**src/rtl/if_fetch_stage.sv**
```systemverilog
// Instruction-fetch stage: owns the PC, runs the imem request handshake with a
// one-entry hold buffer for stalls, and loads the IF/ID pipeline register.
module if_fetch_stage #(
   parameter logic [31:0] RESET_PC = 32'h0000_0000
) (
   input  logic        clk,
   input  logic        rst,
   input  logic        pc_load,
   input  logic        if_id_write,
   input  logic        flush,
   input  logic [31:0] redirect_pc,
   output logic        imem_req,
   output logic [31:0] imem_addr,
   input  logic [31:0] imem_rdata,
   input  logic        imem_ready,
   output logic [31:0] pc,
   output logic [31:0] if_id_instr,
   output logic [31:0] if_id_pc4,
   output logic        if_id_valid
);

   typedef enum logic [1:0] {FETCH, HOLD, DRAIN} state_t;

   state_t      state_q, state_d;
   logic [31:0] pc_q, pc_d;
   logic [31:0] addr_q, addr_d;
   logic [31:0] instr_q, instr_d;
   logic [31:0] pc4_q, pc4_d;
   logic        valid_q, valid_d;
   logic [31:0] buf_instr_q, buf_instr_d;
   logic [31:0] buf_pc4_q, buf_pc4_d;

   logic        advance;
   logic [31:0] flush_pc;
   logic [31:0] pc_plus4;
   logic [31:0] addr_plus4;

   assign advance    = pc_load & if_id_write;
   assign flush_pc   = {redirect_pc[31:2], 2'b00};
   assign pc_plus4   = pc_q + 32'd4;
   assign addr_plus4 = addr_q + 32'd4;

   always_comb begin
      state_d     = state_q;
      pc_d        = pc_q;
      addr_d      = addr_q;
      instr_d     = instr_q;
      pc4_d       = pc4_q;
      valid_d     = valid_q;
      buf_instr_d = buf_instr_q;
      buf_pc4_d   = buf_pc4_q;

      case (state_q)
         FETCH: begin
            if (flush) begin
               pc_d    = flush_pc;
               instr_d = 32'd0;
               pc4_d   = 32'd0;
               valid_d = 1'b0;
               if (imem_ready) begin
                  addr_d = flush_pc;
               end else begin
                  state_d = DRAIN;
               end
            end else if (imem_ready) begin
               if (advance) begin
                  instr_d = imem_rdata;
                  pc4_d   = addr_plus4;
                  valid_d = 1'b1;
                  pc_d    = pc_plus4;
                  addr_d  = pc_plus4;
               end else begin
                  buf_instr_d = imem_rdata;
                  buf_pc4_d   = addr_plus4;
                  state_d     = HOLD;
               end
            end else if (if_id_write) begin
               instr_d = 32'd0;
               pc4_d   = 32'd0;
               valid_d = 1'b0;
            end
         end
         HOLD: begin
            if (flush) begin
               pc_d    = flush_pc;
               addr_d  = flush_pc;
               instr_d = 32'd0;
               pc4_d   = 32'd0;
               valid_d = 1'b0;
               state_d = FETCH;
            end else if (advance) begin
               instr_d = buf_instr_q;
               pc4_d   = buf_pc4_q;
               valid_d = 1'b1;
               pc_d    = pc_plus4;
               addr_d  = pc_plus4;
               state_d = FETCH;
            end
         end
         DRAIN: begin
            // The abandoned address stays on the bus until memory answers it.
            if (flush) begin
               pc_d    = flush_pc;
               instr_d = 32'd0;
               pc4_d   = 32'd0;
               valid_d = 1'b0;
            end
            if (imem_ready) begin
               addr_d  = pc_d;
               state_d = FETCH;
            end
         end
         default: begin
            state_d = FETCH;
            addr_d  = pc_q;
         end
      endcase
   end

   always_ff @(posedge clk or posedge rst) begin
      if (rst) begin
         state_q     <= FETCH;
         pc_q        <= RESET_PC;
         addr_q      <= RESET_PC;
         instr_q     <= 32'd0;
         pc4_q       <= 32'd0;
         valid_q     <= 1'b0;
         buf_instr_q <= 32'd0;
         buf_pc4_q   <= 32'd0;
      end else begin
         state_q     <= state_d;
         pc_q        <= pc_d;
         addr_q      <= addr_d;
         instr_q     <= instr_d;
         pc4_q       <= pc4_d;
         valid_q     <= valid_d;
         buf_instr_q <= buf_instr_d;
         buf_pc4_q   <= buf_pc4_d;
      end
   end

   assign imem_req    = ~rst & (state_q != HOLD);
   assign imem_addr   = addr_q;
   assign pc          = pc_q;
   assign if_id_instr = instr_q;
   assign if_id_pc4   = pc4_q;
   assign if_id_valid = valid_q;

endmodule

```
**config.mk**
```make
export PLATFORM = sky130hd
export DESIGN_NAME = if_fetch_stage
export DESIGN_NICKNAME = d
export VERILOG_FILES = /design/src/rtl/if_fetch_stage.sv
export SDC_FILE = /design/constraint.sdc
export NUM_CORES = 1
export LEC_CHECK = 0
export CELL_PAD_IN_SITES_DETAIL_PLACEMENT = 0
export CELL_PAD_IN_SITES_GLOBAL_PLACEMENT = 1
export CORE_UTILIZATION = 25
export DETAILED_ROUTE_END_ITERATION = 10
export MAX_ROUTING_LAYER = met4
export PLACE_DENSITY = 0.65
export SETUP_SLACK_MARGIN = 0.15
export SYNTH_ARGS = -nofsm -noshare
export SYNTH_HDL_FRONTEND = slang
export SYNTH_SLANG_ARGS = --single-unit
export TNS_END_PERCENT = 100
```
**constraint.sdc**
```tcl
create_clock -name clk -period 9.7 [get_ports clk]
set_clock_uncertainty 0.1 [all_clocks]
set_input_delay 0.97 -clock clk [delete_from_list [all_inputs] [get_ports clk]]
set_output_delay 0.97 -clock clk [all_outputs]
set_load 0.02 [all_outputs]
```
==> results.sh, run 1 <==
export IMPL_syn_to_final_growth_pct=26.8
export IMPL_gp_congestion=0.859
export IMPL_status="finished, final reports clean"
export IMPL_clockRootBuffer="clkbuf_16"
export IMPL_setup_ws_ns=5.71
export IMPL_p_leak_uw=0.00564
export IMPL_maxSlewViolCount=0
export IMPL_drtIter0Drc=846
export IMPL_grt_pass1_wl_um=60500
export IMPL_via_count=10300
export IMPL_cp_max_fo=51
export IMPL_synth_most_common_cell="nand2_1"
export IMPL_postCtsHoldBufs=0
export IMPL_final_hold_violation_count=0
export IMPL_htree_levels=4
export IMPL_crit_arrival_ns=4.25
export IMPL_synth_common_cells="234 x nand2_1, 195 x dfrtp_1, 126 x nor2_1"
export IMPL_drt_wl_total_um=39300
export IMPL_io_buffers=197
export IMPL_synth_cells=1299
export IMPL_slew_headroom=0.252
export IMPL_grt_max_degree=132
export IMPL_rsz0062_at_grt="false"
export IMPL_max_slew_worst_pin_slew_ns=1.12
export IMPL_first_pass_iters=5
export IMPL_hold_class="flop to flop"
export IMPL_synth_top_cells_by_area="dfrtp_1 44%, nand2_1 8.0%, a21oi_1 4.7%"
export IMPL_async_reset_ff_frac=1.00
export IMPL_ys_seq_elements=195
export IMPL_fmax_mhz=250
export IMPL_die_height_um=212
export IMPL_grt_overflow=0
export IMPL_dp_hpwl_um=25800
export IMPL_max_cap_viol_count=0
export IMPL_insertion_delay_ns=0.47
export IMPL_io_pins=200
export IMPL_antenna_found_initial=0
export IMPL_final_util=0.322
export IMPL_cts_sinks=195
export IMPL_crit_type="primary input to flop"
export IMPL_drc=0
export IMPL_dp_slack_ns=5.28
export IMPL_ctsResizeCount=0
export IMPL_track_usage=0.181
export IMPL_diodes=0
export IMPL_cp_start_kind="primary input"
export IMPL_final_setup_viol_count=0
export IMPL_start_util=0.254
export IMPL_vias_per_cell=5.14
export IMPL_netlist_area_um2=11000
export IMPL_nets=1487
export IMPL_synth_top_area_cell="dfrtp_1"
export IMPL_synth_seq_area_share=0.445
export IMPL_syn_num_nets=1375
export IMPL_p_per_area_nw_per_um2=328
export IMPL_antenna_left=0
export IMPL_synth_edf_count=0
export IMPL_numCtsBuffers=17
export IMPL_period_minus_slack_ns=3.99
export IMPL_placementRows=76
export IMPL_end_kind="flop"
export IMPL_core_area_um2=43200
export IMPL_grt_pass1_vias=9856
export IMPL_ys_warn_count=0
export IMPL_cts_tree="done"
export IMPL_yosys_most_used_dff="dfrtp_1"
export IMPL_synthDistinctLibCells=76
export IMPL_final_setup_tns_ns=0
export IMPL_crit_required_ns=9.96
export IMPL_peakVddDrop_mv=0.123
export IMPL_die_w_um=212
export IMPL_wire_per_inst_um=19.6
export IMPL_synth_top_area_frac=0.445
export IMPL_cts_clk_slew_worst_paths_ns=0.08
export IMPL_post_cts_buffers=0
export IMPL_avgSynthCellArea_um2=8.45
export IMPL_post_route_period_util=0.412
export IMPL_cts_buffer_depth=2
export IMPL_dieArea_um2=44700
export IMPL_drive_above_1_share=0.0541
worst max-delay path, cell delays in order:
cell and delay, ns:
buf_2 0.07, buf_4 0.46, inv_1 0.61, o21ai_1 0.59, and2_1 0.91, o21ai_0 0.22, a221o_1 0.33
report_power, final:
part / total (µW) / internal (µW) / leakage [µW] / switching [µW]
logic: 2220 / 906 / 0.00292 / 1310
clock network: 741 / 378 / 0.000288 / 363
registers: 1600 / 1170 / 0.00244 / 430
routing by layer:
metal,vias up,part of all wire,routed length [µm],global-route usage
met1,5012,0.48,18900,0.249
met3,51,0.056,2210,0.0329
li1,4900,-,-,-
met5,-,0,0,-
met4,0,0.021,832,0.0620
met2,358,0.44,17400,0.267
cells by family (layout without fill, tap and decap cells):
kind of cell               Yosys count  count (layout)  share of synthesized area
DFF                                195             195                      0.445
AOI/OAI and AO/OA                  373             373                      0.222
and+or+nand+nor                    539             539                      0.232
xor gates and xnor gates            28              28                     0.0223
buffers and inverters              137             262                     0.0524
muxes                               21              21                     0.0197
adders and majority gates            6               6                    0.00684
sequential cells by signal (all words and copies together) (netlist names):
register	flops
buf_instr_q	32
buf_pc4_q	32
if_id_instr	32
if_id_pc4	32
if_id_valid	1
imem_addr	32
pc	32
state_q	2
layout make-up:
cell class | count | area [µm²]
Multi-Input combinational cell | 967 | 5560
Timing Repair Buffer | 210 | 2060
Clock buffer | 19 | 453
Tap cell | 585 | 732
Inverter | 20 | 82.6
Sequential cell | 195 | 4880
Fill cell | 4644 | 29300
Clock inverter | 13 | 143
cell usage in the layout (no fill, tap or decap), types with 13 or more instances in the layout:
master	count
inv_1	18
nor2_1	125
buf_4	13
clkbuf_16	17
dfrtp_1	195
clkdlybuf4s50_1	196
nor3_1	28
nand2_1	234
a21oi_1	103
nand4_1	20
mux2i_1	16
a31oi_1	19
o22ai_1	21
xnor2_1	21
nand3_1	37
a22oi_1	41
and4_1	16
o21ai_0	69
worst paths after layout:
kind | cells past startpoint | startpoint | to | slack, ns
min | 2 | buf_pc4_q[10]$_DFFE_PP0P_ | buf_pc4_q[10]$_DFFE_PP0P_ | 0.38
max | 7 | flush | pc[12]$_DFFE_PP0P_ | 5.71
max in group asynchronous | 3 | rst | imem_addr[9]$_DFFE_PP0P_ | 6.92
max reg2reg | 9 | state_q[0]$_DFFE_PP0P_ | imem_addr[24]$_DFFE_PP0P_ | 6.10
min reg2reg | 2 | buf_pc4_q[10]$_DFFE_PP0P_ | buf_pc4_q[10]$_DFFE_PP0P_ | 0.38
min in group asynchronous | 2 | rst | if_id_pc4[1]$_DFFE_PP0P_ | 1.03
through the flow:
step	total power (µW)	instance area, µm²	cells	hold WS (ns)
4_1_cts	4600	13900	2009	0.382
6_report	4560	13900	2009	0.378
5_1_grt	4880	13900	2009	0.396
3_3_place_gp	3800	13300	1977	0.357
3_5_place_dp	3840	13300	1977	0.362
2_1_floorplan	2870	11000	1299	0.345
Power figures use the tool's default switching activity.
==> run 2: changes to the inputs <==
--- a/config.mk
+++ b/config.mk
@@ -10,7 +10,7 @@
 export CORE_UTILIZATION = 25
 export DETAILED_ROUTE_END_ITERATION = 10
 export MAX_ROUTING_LAYER = met4
-export PLACE_DENSITY = 0.65
+export PLACE_DENSITY = 0.67
 export SETUP_SLACK_MARGIN = 0.15
 export SYNTH_ARGS = -nofsm -noshare
 export SYNTH_HDL_FRONTEND = slang
==> constraint.sdc (replaced) <==
create_clock -name clk -period 3.35 [get_ports clk]
set_clock_uncertainty 0.1 [all_clocks]
set_input_delay 0.335 -clock clk [delete_from_list [all_inputs] [get_ports clk]]
set_output_delay 0.335 -clock clk [all_outputs]
set_load 0.02 [all_outputs]
==> results.sh, run 2 (same netlist as run 1, synthesis figures left out) <==
export IMPL_status="finished, final reports clean"
export IMPL_cts_buffer_depth=2
export IMPL_final_setup_tns_ns=0
export IMPL_core_area_um2=43200
export IMPL_drc=0
export IMPL_grt_overflow=0
export IMPL_final_cell_mix="234 x nand2_1, 196 x clkdlybuf4s50_1, 195 x dfrtp_1"
export IMPL_stdcell_count=2037
export IMPL_insertion_delay_ns=0.46
export IMPL_crit_chain="ha_1, nand4b_4, nor4_4, nand2_1, or3_1, o221a_2"
export IMPL_maxSlewViolCount=0
export IMPL_cp_max_fo=10
export IMPL_path_buf_inv=0
export IMPL_fmax_mhz=363
export IMPL_dieArea_um2=44700
export IMPL_io_buffers=197
export IMPL_wire_per_inst_um=19.2
export IMPL_max_cap_viol_count=0
export IMPL_whs_ns=0.216
export IMPL_layout_commonest_cell="nand2_1"
export IMPL_slowest_stage="nor4_4"
export IMPL_hold_class="primary input to flop"
export IMPL_grt_pass1_vias=9999
export IMPL_slowest_delay_ns=0.68
export IMPL_rsz0062_at_grt="false"
export IMPL_setup_ws_ns=0.595
export IMPL_gp_congestion=0.885
export IMPL_track_usage=0.182
export IMPL_drtIter0Drc=876
export IMPL_die_height_um=212
export IMPL_p_per_area_nw_per_um2=936
export IMPL_vias_per_cell=5.15
export IMPL_final_hold_violation_count=0
export IMPL_numCtsBuffers=17
export IMPL_antenna_found_initial=0
export IMPL_antenna_left=0
export IMPL_drive_above_1_share=0.0696
export IMPL_post_place_cells=2004
export IMPL_period_minus_slack_ns=2.76
export IMPL_end_kind="flop"
export IMPL_postCtsHoldBufs=0
export IMPL_dp_slack_ns=0.602
export IMPL_drt_wl_total_um=39000
export IMPL_via_count=10500
export IMPL_post_cts_buffers=0
export IMPL_grt_max_degree=86
export IMPL_fillerInstances=4565
export IMPL_slew_headroom=0.495
export IMPL_worst_path_dominant_cell_family="simple AND/OR/NAND/NOR gates"
export IMPL_crit_required_ns=3.60
export IMPL_cts_tree="done"
export IMPL_p_leak_uw=0.00580
export IMPL_ctsResizeCount=0
export IMPL_dp_hpwl_um=26900
export IMPL_first_pass_iters=5
export IMPL_final_setup_viol_count=0
export IMPL_crit_arrival_ns=3.01
export IMPL_io_pins=200
export IMPL_crit_type="flop to flop"
export IMPL_start_util=0.254
export IMPL_clockRootBuffer="clkbuf_16"
export IMPL_post_route_period_util=0.822
export IMPL_die_w_um=212
export IMPL_cts_clk_slew_worst_paths_ns=0.08
export IMPL_htree_levels=4
export IMPL_syn_to_final_growth_pct=29.3
export IMPL_placementRows=76
export IMPL_peakVddDrop_mv=0.357
export IMPL_max_slew_worst_pin_slew_ns=0.757
export IMPL_cts_sinks=195
export IMPL_nets=1514
export IMPL_cp_start_kind="flop"
export IMPL_grt_pass1_wl_um=60600
==> run 2: power by group <==
part           leakage (µW)  total, µW  switching [µW]  internal [µW]
Combinational       0.00309       6620            3840           2780
Sequential          0.00244       4590            1190           3400
Clock              0.000278       2080            1070           1010
==> run 2: metal layers <==
| layer | global-route usage | vias to the layer above | share of wire |
|---|---|---|---|
| met2 | 0.270 | 397 | 0.44 |
| met1 | 0.252 | 5096 | 0.48 |
| li1 | - | 4961 | - |
| met5 | - | - | 0 |
| met3 | 0.0249 | 44 | 0.053 |
| met4 | 0.0607 | 0 | 0.020 |
==> run 2: final timing paths <==
kind	startpoint	to	slack, ns	depth (start not counted)
max	pc[3]$_DFFE_PP0P_	pc[24]$_DFFE_PP0P_	0.59	6
min	flush	state_q[1]$_DFFE_PP0P_	0.22	3
max reg2reg	pc[3]$_DFFE_PP0P_	pc[24]$_DFFE_PP0P_	0.59	6
min reg2reg	buf_pc4_q[7]$_DFFE_PP0P_	buf_pc4_q[7]$_DFFE_PP0P_	0.38	2
max in group asynchronous	rst	buf_instr_q[3]$_DFFE_PP0P_	2.43	3
min in group asynchronous	rst	if_id_valid$_DFFE_PP0P_	0.32	3
==> run 2: layout make-up <==
cell class | instances | area, µm² | share of cell area
flip-flops and latches | 195 | 4880 | 0.344
inverters | 20 | 78.8 | 0.00555
multi-input cells | 967 | 5550 | 0.391
diodes | 1 | 2.50 | 0.000176
repair buffers | 237 | 2380 | 0.168
well taps | 585 | 732 | 0.0516
clock buffers | 18 | 439 | 0.0309
clock inverters | 14 | 133 | 0.00935
==> run 2: worst min-delay path, stage by stage <==
cell and delay (ns):
buf_2 0.19, a21oi_1 0.14, nor3_1 0.06
==> run 2: per-stage QoR <==
step,utilization,power [µW],area (µm²)
2_1_floorplan,-,8310,11000
3_3_place_gp,0.315,11200,13600
3_5_place_dp,0.315,11300,13600
4_1_cts,0.329,13400,14200
5_1_grt,0.329,14200,14200
6_report,0.329,13300,14200
